File: config.mk
export PLATFORM = sky130hd
export DESIGN_NAME = irq_injector
export DESIGN_NICKNAME = d
export VERILOG_FILES = /design/src/rtl/dm_irq_pkg.sv /design/src/rtl/dm_irq_model_irq_injector.sv
export SDC_FILE = /design/constraint.sdc
export NUM_CORES = 1
export LEC_CHECK = 0
export BUFFER_PORTS_ARGS = -buffer_cell sky130_fd_sc_hd__buf_4
export CAP_MARGIN = 20
export CORE_MARGIN = 3
export CORE_UTILIZATION = 32
export CTS_CLUSTER_SIZE = 12
export DETAILED_ROUTE_END_ITERATION = 8
export PLACE_DENSITY = 0.8
export SLEW_MARGIN = 25
export SYNTH_ARGS = -nofsm -noshare
export SYNTH_HDL_FRONTEND = slang
export SYNTH_SLANG_ARGS = --single-unit
File: constraint.sdc
create_clock -name clk -period 1.95 [get_ports clk]
set_input_delay 0.195 -clock clk [delete_from_list [all_inputs] [get_ports clk]]
set_output_delay 0.195 -clock clk [all_outputs]
set_load 0.01 [all_outputs]
File: src/rtl/dm_irq_pkg.sv
// dm_irq_pkg: shared injector states and byte-lane masks for the data-memory/interrupt model
package dm_irq_pkg;
  typedef enum logic [1:0] {IDLE, ARMED, ASSERT, DONE} irq_state_t;
  localparam logic [31:0] LANE0_MASK = 32'h0000_00FF;
  localparam logic [31:0] LANE1_MASK = 32'h0000_FF00;
  localparam logic [31:0] LANE2_MASK = 32'h00FF_0000;
  localparam logic [31:0] LANE3_MASK = 32'hFF00_0000;
  function automatic logic [31:0] byte_mask(input logic [3:0] be);
    return (be[0] ? LANE0_MASK : 32'h0) | (be[1] ? LANE1_MASK : 32'h0) |
           (be[2] ? LANE2_MASK : 32'h0) | (be[3] ? LANE3_MASK : 32'h0);
  endfunction
endpackage

File: src/rtl/dm_irq_model_irq_injector.sv
// irq_injector: PC-triggered interrupt pulse with hold timeout and write-acknowledge
module irq_injector
  import dm_irq_pkg::*;
#(
  parameter int          HOLD_CYCLES = 8,
  parameter logic [31:0] ACK_ADDR    = 32'h0000_7F20,
  parameter bit          REARM       = 1'b0
) (
  input  logic        clk,
  input  logic        reset,
  input  logic        trig_en,
  input  logic [31:0] trig_pc,
  input  logic [31:0] m_inst_addr,
  input  logic [31:0] m_data_addr,
  input  logic [3:0]  m_data_byteen,
  output logic        is_ack,
  output logic        interrupt
);
  localparam int CW = HOLD_CYCLES > 1 ? $clog2(HOLD_CYCLES) : 1;
  irq_state_t state;
  logic [CW-1:0] cnt;
  logic ack;
  assign is_ack = (m_data_addr & ~32'd3) == ACK_ADDR;
  assign ack = |m_data_byteen && is_ack;
  // injector FSM: arm, fire on PC match, hold until timeout or ack, then rearm or park
  always_ff @(posedge clk) begin
    if (reset) begin
      state <= IDLE;
      interrupt <= 1'b0;
      cnt <= '0;
    end else if (!trig_en) begin
      state <= IDLE;
      interrupt <= 1'b0;
    end else begin
      unique case (state)
        IDLE: state <= ARMED;
        ARMED: if (m_inst_addr == trig_pc) begin
          state <= ASSERT;
          interrupt <= 1'b1;
          cnt <= CW'(HOLD_CYCLES - 1);
        end
        ASSERT: if (cnt == '0 || ack) begin
          state <= DONE;
          interrupt <= 1'b0;
        end else cnt <= cnt - 1'b1;
        DONE: if (REARM) state <= ARMED;
      endcase
    end
  end
endmodule

==> impl_metrics.yaml <==
outcome:
  run_status: "finished clean"
floorplanning:
  initial_utilization_pct: 34.0
  core-area_um2: 2500
  fp.dieArea_um2: 3310
  die_h_um: 57.6
  rows: 18
  boundaryPins: 105
  chipWidth_um: 57.6
setup_path:
  timing.critical_path.slowest_cell_delay_ps: 540
  crit_path_max_fanout: 2
  cp_common_cell: "sky130_fd_sc_hd__buf_4"
  critical_path_required_ps: 1750
  path_buf_inv: 3
  worst_setup_path_start_kind: "input pin"
  critPathArrivalTime_ps: 1540
  timing.critical_path.cells: "buf_4 > or4b_4 > nor4_4 > buf_4 > and2_2 > buf_4"
  worst_setup_path_end_kind: "output pin"
  worst_path_max_delay_cell: "sky130_fd_sc_hd__or4b_4"
  critical_path.top_delay_family: "simple AND/OR/NAND/NOR gates"
  setup.worst_path.class: "input pin to output pin"
final_layout:
  layout.cells.most_common_list: "sky130_fd_sc_hd__buf_4, sky130_fd_sc_hd__xor2_1, sky130_fd_sc_hd__nor4_1"
  synthToLayoutAreaGrowth_pct: 99.3
  layout_commonest_cell: "sky130_fd_sc_hd__buf_4"
  multi_input_comb_area_um2: 708
  final_layout_size_suffix_gt1_share_pct: 54.8
  post-route-cell-area_um2: 1700
  finalNetCount: 319
  antenna_cell_count: 0
  nFillCells: 193
  final-seq-area_um2: 120
  fin_util_pct: 67.8
  layout.cells.non_filler: 238
yosys:
  postSynthRegisterBits: 6
  yosys.area_share.adder_pct: 8.82
  synth_compound_gate_area_share_pct: 9.12
  synthesis.area_um2: 851
  synth.yosys.warnings: 0
  number_of_synthesized_flops_with_an_enable_pin: 0
  synth_top_family_by_area: "XOR/XNOR gates"
  ys.flop_type: "sky130_fd_sc_hd__dfxtp_1"
  postSynthCellCount: 101
  synth.yosys.seq_area_share_pct: 14.1
  mappedNetlistNets: 210
  post_synth.cell_area_avg_um2: 8.42
  async_reset_ff_share_pct: 0
  synth-simple-area-share_pct: 32.4
  synthXorXnorAreaFrac_pct: 32.9
  post_synth_mux_area_share_pct: 0
  netlist-cell-type-count: 28
clock_tree:
  tritoncts: "built"
  max-clock-path-buffers: 2
  cts.reportedPaths.clkPinSlew_ps: 40
  cts_setup_buffers: 0
  cts_repair_resize_count: 0
  numCtsBuffers: 3
  cts_num_sinks: 6
  insertion_delay_ps: 240
  cts.root.buffer_cell: "sky130_fd_sc_hd__clkbuf_4"
  htree_levels: 1
  ctsHoldBuffers: 0
timing:
  rsz_0062_raised_after_global_routing: "false"
  timing.clock.skew_ps: 3.45
  timing.final.hold_violations: 0
  slew_headroom_pct: 79.1
  worst_pin_slew_ps: 311
  post-route-min-period_ps: 1730
  setup_viol: 0
  final_max_slew_viol_count: 0
  clock.fmax_ghz: 0.578
  final_min_period_over_clock_period_pct: 88.7
global_route:
  grt_first_pass_wirelength_um: 4970
  grt_max_degree: 12
  vias_in_the_first_global_route: 1299
  grt_usage_pct: 18.8
  globalRouteOverflowTotal: 0
  antenna_found_initial: 0
route:
  dr_iter_0_viols: 29
  remaining_drc_errors: 0
  post_drt_via_cell_ratio: 4.93
  totalWireLength_um: 3150
  ant_nets: 0
  total_via_count_in_the_routed_design: 1173
  dr_wl_cell_um: 13.2
  drt-pass1-iter-count: 4
place:
  detailed_place_hpwl_um: 2990
  final_weighted_congestion_in_routability_driven_placement: 0.834
  placedInstanceArea_um2: 1670
  port-buffer-count: 102
  placed_cells_incl_taps: 235
power:
  power_density_nw_per_um2: 319
  worst_ir_drop_vdd_uv: 461
  power.static_leakage_uw: 0.000853
run:
  max-cap-violations: 0
hold_path:
  hold_path.class: "input pin to flip-flop"
-- report_power, final --
group	switching [uW]	total, uW	internal [uW]	leakage, uW
Clock	41.8	111	69.4	0.0000138
Combinational	98.3	289	191	0.000790
Sequential	7.92	140	132	0.0000490
Total	148	540	392	0.000853
-- flip-flops by register name (all words and copies together) (netlist names) --
signal     count
cnt            3
interrupt      1
state          2
-- cell families (layout without fill, tap and decap cells) --
family | count (synthesis) | in the layout
AOI/OAI and AO/OA | 12 | 12
xor gates and xnor gates | 32 | 32
DFF | 6 | 6
adders and majority gates | 6 | 6
and+or+nand+nor | 39 | 39
buffers and inverters | 6 | 113
-- metrics by stage --
step / hold WS, ps / power (uW) / TNS (ps) / worst slack [ps]
floorplan: 267 / 242 / 0 / 151
global placement: 399 / 420 / 0 / 13.9
detailed placement: 399 / 433 / -92.8 / -40.6
CTS: 142 / 547 / 0 / 208
global route: 144 / 583 / 0 / 109
finish: 147 / 540 / 0 / 220
-- cell type report --
cell class                 count  area share (%)
clock buffer                   3            1.33
sequential                     6            7.08
tap                           30            2.21
inverter                       5            1.11
timing repair buffer         105            46.5
multi-input combinational     89            41.8
-- synth_stat cells, types with 3 or more instances --
cell type / instances / area [um2]
sky130_fd_sc_hd__dfxtp_1: 6 / 120
sky130_fd_sc_hd__inv_1: 5 / 18.8
sky130_fd_sc_hd__nor4_1: 12 / 75.1
sky130_fd_sc_hd__ha_1: 6 / 75.1
sky130_fd_sc_hd__a21oi_1: 4 / 20.0
sky130_fd_sc_hd__xor2_1: 32 / 280
sky130_fd_sc_hd__nor3_1: 3 / 15.0
sky130_fd_sc_hd__nand4_1: 3 / 18.8
sky130_fd_sc_hd__nand2b_1: 3 / 18.8
-- final timing paths --
check | depth (start not counted) | slack [ps] | endpoint | from
setup reg to reg | 8 | 250 | cnt[2] | state[0]
setup / recovery | 6 | 220 | is_ack | m_data_addr[2]
hold reg to reg | 1 | 480 | cnt[0] | cnt[0]
hold / removal | 2 | 150 | cnt[2] | reset
-- metal layers --
metal | vias up | GRT usage [%] | part of all wire, %
met5 | - | 0 | 0
met4 | 0 | 2.98 | 0.63
met3 | 2 | 7.47 | 13
met2 | 63 | 40.5 | 59
met1 | 520 | 15.3 | 27
li1 | 588 | - | -
Note: power is estimated with default switching activity, not from simulation.
